--- src/rtl/disp_source_arbiter.sv ---
// Round-robin arbiter that hands the 4-digit display to one of three BCD
// sources for a fixed dwell, snapshotting the winner's value on each grant.
//
// state | meaning
// ------+---------------------------------------------------------------
// IDLE  | no owner, src_grant = 0, data_bcd keeps the last shown value
// HOLD  | one source owns the display, dwell counter running
module disp_source_arbiter #(
    parameter int unsigned HOLD_MAX = 26'd50_000_000
) (
    input  logic        sys_clk,
    input  logic        sys_rst_n,
    input  logic [2:0]  src_req,
    input  logic [15:0] src0_data,
    input  logic [15:0] src1_data,
    input  logic [15:0] src2_data,
    output logic [15:0] data_bcd,
    output logic [2:0]  src_grant,
    output logic        data_upd
);

    localparam int unsigned CW = (HOLD_MAX > 1) ? $clog2(HOLD_MAX) : 1;
    localparam logic [CW-1:0] LAST_CNT = CW'(HOLD_MAX - 1);

    typedef enum logic {
        IDLE = 1'b0,
        HOLD = 1'b1
    } state_t;

    state_t        state, state_n;
    logic [CW-1:0] cnt, cnt_n;
    logic [1:0]    last, last_n;
    logic [2:0]    grant_n;
    logic [15:0]   data_n;
    logic          upd_n;

    logic          win_found;
    logic [1:0]    win_idx;
    logic [15:0]   win_data;
    logic          owner_req;
    logic          dwell_end;
    logic          load;

    // Round-robin search starting one past the last owner, wrapping 0,1,2.
    always_comb begin
        win_found = 1'b0;
        win_idx   = 2'd0;
        for (int k = 1; k <= 3; k++) begin
            int unsigned cand;
            cand = (32'(last) + 32'(k)) % 3;
            if (!win_found && src_req[cand]) begin
                win_found = 1'b1;
                win_idx   = 2'(cand);
            end
        end
        case (win_idx)
            2'd0:    win_data = src0_data;
            2'd1:    win_data = src1_data;
            default: win_data = src2_data;
        endcase
    end

    // Next-state and next-output logic; an owner dropping its request ends the dwell early.
    always_comb begin
        state_n   = state;
        cnt_n     = cnt;
        last_n    = last;
        grant_n   = src_grant;
        data_n    = data_bcd;
        upd_n     = 1'b0;
        load      = 1'b0;
        owner_req = |(src_req & src_grant);
        dwell_end = !owner_req || (cnt == LAST_CNT);
        case (state)
            IDLE: begin
                if (win_found) load = 1'b1;
            end
            HOLD: begin
                if (dwell_end) begin
                    if (win_found) begin
                        load = 1'b1;
                    end else begin
                        state_n = IDLE;
                        grant_n = 3'b000;
                        cnt_n   = '0;
                    end
                end else begin
                    cnt_n = cnt + CW'(1);
                end
            end
            default: state_n = IDLE;
        endcase
        if (load) begin
            state_n = HOLD;
            grant_n = 3'(3'b001 << win_idx);
            data_n  = win_data;
            upd_n   = 1'b1;
            last_n  = win_idx;
            cnt_n   = '0;
        end
    end

    // State and registered outputs; pointer resets to 2 so source 0 is favoured first.
    always_ff @(posedge sys_clk or negedge sys_rst_n) begin
        if (!sys_rst_n) begin
            state     <= IDLE;
            cnt       <= '0;
            last      <= 2'd2;
            src_grant <= 3'b000;
            data_bcd  <= 16'h0000;
            data_upd  <= 1'b0;
        end else begin
            state     <= state_n;
            cnt       <= cnt_n;
            last      <= last_n;
            src_grant <= grant_n;
            data_bcd  <= data_n;
            data_upd  <= upd_n;
        end
    end

endmodule

--- config.mk ---
export PLATFORM = sky130hd
export DESIGN_NAME = disp_source_arbiter
export DESIGN_NICKNAME = d
export VERILOG_FILES = /design/src/rtl/disp_source_arbiter.sv
export SDC_FILE = /design/constraint.sdc
export NUM_CORES = 1
export LEC_CHECK = 0
export ABC_CLOCK_PERIOD_IN_PS = 2150
export CORE_MARGIN = 3
export CORE_UTILIZATION = 47
export CTS_BUF_LIST = sky130_fd_sc_hd__clkbuf_4
export DETAILED_ROUTE_END_ITERATION = 10
export PLACE_DENSITY = 0.81
export SETUP_SLACK_MARGIN = 0.1
export SYNTH_ARGS = -nofsm -noshare
export SYNTH_HDL_FRONTEND = slang
export SYNTH_SLANG_ARGS = --single-unit
--- constraint.sdc ---
create_clock -name sys_clk -period 2.15 [get_ports sys_clk]
set_input_delay 0.3225 -clock sys_clk [delete_from_list [all_inputs] [get_ports sys_clk]]
set_output_delay 0.3225 -clock sys_clk [all_outputs]
set_load 0.02 [all_outputs]
# After elaboration in Yosys (flattened, before gate mapping)
# Cells that the tools add are included.
[totals] ff_bits=49 inputBits=53
[op_classes] add_sub_neg=4 n_div=3 magnitude_cmp=3 eq_ne=4 n_shift=1 n_mux=28 bitwise_logic=2 reduce_logical=12
[op_table] operator="two-way mux 26 bit" count=4
[op_table] operator="< comparator 32 x 3 -> 1 bit (second input constant)" count=3
[op_table] operator="modulo 32 x 2 -> 32 bit (second input constant)" count=3
[op_table] operator="one-hot mux 16 bit (2 select lines)" count=1
[op_table] operator="adder 26 x 1 -> 26 bit (second input constant)" count=1
[op_table] operator="equality test 26 bit (second input constant)" count=1
[op_table] operator="two-way mux 1 bit" count=12
[op_table] operator="two-way mux 3 bit" count=4
[op_table] operator="adder 2 x 2 -> 3 bit (second input constant)" count=2
[op_table] operator="binary-select mux 1 bit (select 2 bit)" count=3
[op_table] operator="two-way mux 2 bit" count=3
[op_table] operator="nonzero test 2 bit" count=2
[op_table] operator="adder 2 x 1 -> 3 bit (second input constant)" count=1
[op_table] operator="AND 3 bit" count=1
[op_table] operator="zero test 1 bit" count=3
[op_table] operator="!= test 3 x 2 -> 1 bit (second input constant)" count=1
[op_table] operator="AND reduction 3 bit" count=1
[op_table] operator="OR reduction 3 bit" count=1
[op_table] operator="<< shifter 1 x 2 -> 3 bit (first input constant)" count=1
[op_table] operator="equality test 2 x 1 -> 1 bit (second input constant)" count=1
[op_table] operator="logical AND 1 bit" count=2
[op_table] operator="zero test 2 bit" count=1
[op_table] operator="!= test 2 x 1 -> 1 bit (second input constant)" count=1
[op_table] operator="one-hot mux 1 bit (2 select lines)" count=1
[op_table] operator="other kinds (3)" count=3

# Depth between registers and ports, before layout
[logic_depth] word_depth=16 mapped_depth=10

# Worst setup path after synthesis
# OpenSTA, ideal clock, no wires.
[synth_path] kind="reg-to-reg" start="register last[1]" end="register cnt[15]" setup_ps=119 arrival_ps=2270 required_ps=2031 slack_ps=-239 stages_incl_launch_ff=10 n_path_buf=2 period_less_slack_ps=2389 path_cell_list="dfstp_2 > inv_1 > ha_1 > a22o_1 > a211o_4 > a211oi_4 > buf_6 > buf_6 > nor3_1 > o21a_1"
[synth_via] elab_chain_cells=16 elab_cells_between_ends=26 classes_between="add/sub (3); div (3); eq/ne (1); mux (13); reduce/logical (6)"
[synth_rtl] element="start, declared" line_no="32" rtl="logic [1:0] last, last_n;"
[synth_rtl] element="start signal, assigned" line_no="115" rtl="last <= last_n;"
[synth_rtl] element="adder 2 x 1 -> 3 bit" line_no="50" rtl="cand = (32'(last) + 32'(k)) % 3;"
[synth_rtl] element="modulo 32 x 2 -> 32 bit" line_no="50"
[synth_rtl] element="binary-select mux 1 bit (select 2 bit)" line_no="51" rtl="if (!win_found && src_req[cand]) begin"
[synth_rtl] element="two-way mux 1 bit (implied by the code)" line_no="51"
[synth_rtl] element="two-way mux 1 bit" line_no="51"
[synth_rtl] element="zero test 1 bit" line_no="51"
[synth_rtl] element="logical AND 1 bit" line_no="51"
[synth_rtl] element="two-way mux 1 bit" line_no="51"
[synth_rtl] element="zero test 1 bit" line_no="51"
[synth_rtl] element="logical AND 1 bit" line_no="51"
[synth_rtl] element="two-way mux 1 bit (*)" line_no="51"
[synth_rtl] element="two-way mux 1 bit" line_no="76, 80"
[synth_rtl] element="two-way mux 1 bit" line_no="79" rtl="if (dwell_end) begin"
[synth_rtl] element="one-hot mux 1 bit (2 select lines)" line_no="74" rtl="case (state)"
[synth_rtl] element="!= test 3 x 2 -> 1 bit (no line) or nonzero test 2 bit (tied branches)"
[synth_rtl] element="AND reduction 2 bit (no line)"
[synth_rtl] element="end signal, assigned" line_no="114" rtl="cnt <= cnt_n;"
[synth_rtl] element="end, declared" line_no="31" rtl="logic [CW-1:0] cnt, cnt_n;"
# Mark *: on every way between the ends. The rest lies on a longest branch, timed or not. The select of a mux whose other input is x is not followed.
# A chain may end at the register's enable or synchronous reset.

# Final worst setup path
[layout_path] start="register last[1]" end="register cnt[10]"
# Same word-level chain as after synthesis.

==> impl_metrics.toml <==
[outcome]
status = "finished with violations"
violations = "negative setup slack"

[worst_setup_path]
worstSetupEndpoint = "cnt[10]$_DFFE_PN0P_"
rr_worst_depth = 9
critPathCaptureType = "register"
crit_arrival_ns = 2.68
critPathLaunch = "last[1]$_DFFE_PN1N_"
timing.rr.end = "cnt[10]$_DFFE_PN0P_"
criticalPathCategory = "reg -> reg"
rrSetupSlack_ns = -0.20
worstPathMaxFanout = 6
rr_startpoint = "last[1]$_DFFE_PN1N_"
required_ns = 2.48
start_kind = "register"

[die]
fp.dieW_um = 86.5
die_area_um2 = 7490
die_h_um = 86.5
start_util_pct = 50.0
core_area_um2 = 6100
fp-row-count = 28
io_pins = 73

[run]
max_cap_violations = 0

[place]
port_buffers = 72
placed_area_um2 = 4280
gp_congestion = 0.867
dp_hpwl_um = 6750

[synthesis]
synth.distinct_cells = 54
ys_seq_area_share_pct = 40.3
synth_ff_type = "dfrtp_1"
synth.most_common_cell = "dfrtp_1"
yosys-top-cells-area = "dfrtp_1 (39%), nand4_1 (4.7%), a32oi_1 (4.6%)"
syn_inst = 329
synth_area_per_cell_um2 = 9.26
async_flop_share_pct = 100
synth-edff-count = 0
yosys.area.top_type_share_pct = 39.4
yosys_warnings = 0
yosysTopAreaCell = "dfrtp_1"
synth_fp_nets = 386
synth_area_um2 = 3050
synthTopCellsByCount = "dfrtp_1 (48), inv_1 (28), nand4_1 (23)"
synth-seq-cells = 49

[route]
via_count = 3516
wl_per_cell_um = 21.0
vias_per_cell = 6.54
drt-initial-drc-count = 387
wl_met1_um = 4580
top_layer = "met4"
ant_nets = 0
firstDrtPassIters = 5
wl_met2_um = 5620
met3_length_um = 767
drc = 0
drt_wl_total_um = 11300

[clocking]
clock_path_buffers = 2
clk-insertion-delay-late_ns = 0.38
clock_sinks = 49
cts_made_buffers = 5
tritoncts = "built"
path_clk_slew_ns = 0.14
htreeDepth = 2
cts_root_buf = "clkbuf_4"

[grt]
grt_pass1_vias = 3296
grtUsageTotal_pct = 26.8
grt_pass1_wl_um = 16100
grt.overflow.total = 0
antenna_found_initial = 0
grt_max_degree = 29

[finish]
antenna_cells = 0
finalNetCount = 519
stdcell_area_um2 = 4930
synthToLayoutAreaGrowth_pct = 61.9
drive_gt1_share_pct = 33.5

[pwr]
power_density_nw_per_um2 = 1200
p_leak_uw = 0.00195
finalPower_uw = 5910
ir_worst_vdd_uv = 874

[sta]
period_needed_ns = 2.35
max_freq_ghz = 0.425
setup_viol = 48
tightest_slew_ns = 0.537
maxSlewViolCount = 0
rsz0062_at_grt = "true"
maxSlewHeadroom_pct = 64.2
fin_crit_sh_pct = 109
finalHoldViolations = 0
fin_skew_ns = 0.00512
layout_setup_ws_ns = -0.204

[worst_hold_path]
hold_path.class = "in -> async"
==> layout make-up <==
| class | count | area, um2 |
|---|---|---|
| clock buffer | 7 | 52.6 |
| clock inverter | 1 | 7.51 |
| fill | 328 | 1160 |
| inverter | 28 | 108 |
| multi-input combinational | 232 | 1980 |
| sequential | 49 | 1230 |
| tap | 75 | 93.8 |
| timing repair buffer | 146 | 1460 |
==> per-stage QoR <==
step	instances	utilization [%]	hold slack (ns)	setup slack, ns	setup TNS [ns]
detailed placement	511	70.1	0.327	-0.293	-8.41
global route	538	80.9	0.483	-0.261	-9.26
floorplan	329	-	0.0269	-0.0580	-0.543
finish	538	80.9	0.441	-0.204	-6.19
global placement	511	70.1	0.322	-0.221	-7.28
CTS	530	75.7	0.451	-0.107	-2.32
==> placed cells by master, fill, tap and decap left out, drive strengths merged, types with 3 or more instances in the layout <==
cell type      instances
a22o                   6
nor3                   9
clkbuf                 8
inv                   28
nand3                 14
dfrtp                 48
a211oi                18
or3                    4
o21ai                 23
ha                     4
or4                    8
and2                   4
nand4                 23
o21a                   8
nor2                  10
mux2i                  3
buf                   73
clkdlybuf4s50         71
or4b                   5
a32oi                 16
o41ai                  4
nand2                 17
o31ai                  8
a21oi                 21
==> worst min-delay path by stage <==
stage                                     end  slack [ns]
after CTS                  cnt[1]$_DFFE_PN0P_        0.45
after global routing      cnt[17]$_DFFE_PN0P_        0.48
after global placement    cnt[17]$_DFFE_PN0P_        0.32
after detailed placement  cnt[17]$_DFFE_PN0P_        0.33
final                     cnt[17]$_DFFE_PN0P_        0.44
after floorplan            cnt[0]$_DFFE_PN0P_        0.03
==> registers in the layout, summed over array words and instances, names as in the netlist <==
register / flops
cnt: 26
data_bcd: 16
src_grant: 3
last: 2
data_upd: 1
state: 1
==> power breakdown <==
part           total (uW)  switching (uW)  leakage [uW]  internal, uW
Clock                 467             312     0.0000324           155
Sequential           1330             160      0.000626          1170
Combinational        4110            2150       0.00129          1960
Total                5910            2620       0.00195          3290
==> kinds of logic after synthesis <==
family,share of synthesized area (%)
fa+ha+maj,1.64
mux,1.35
buf+inv,7.51
compound gates,28.8
simple gates,20.4
flops,40.3
==> critical path, cell delays in order (launching register included) <==
cell and delay (ns):
dfstp_2 0.60, inv_4 0.06, ha_4 0.16, a22o_1 0.23, a211o_4 0.32, a211oi_4 0.32
buf_6 0.20, buf_8 0.13, o21a_1 0.13, o21a_1 0.13
==> layer usage <==
layer / vias to the layer above / GRT usage (%)
li1: 1552 / -
met4: 0 / 6.37
met1: 1725 / 36.5
met3: 36 / 3.99
met5: - / 0
met2: 203 / 45.1
==> timing repair <==
item                       4_1_cts  5_1_grt
gates cloned                     2        1
gates resized for setup         40       57
pin swaps                       19       20
hold buffers                     1        0
hold endpoints to repair        20        0
setup buffers                    8        7
setup endpoints to repair       48       48
No activity file was read; power rests on OpenSTA's default activity.
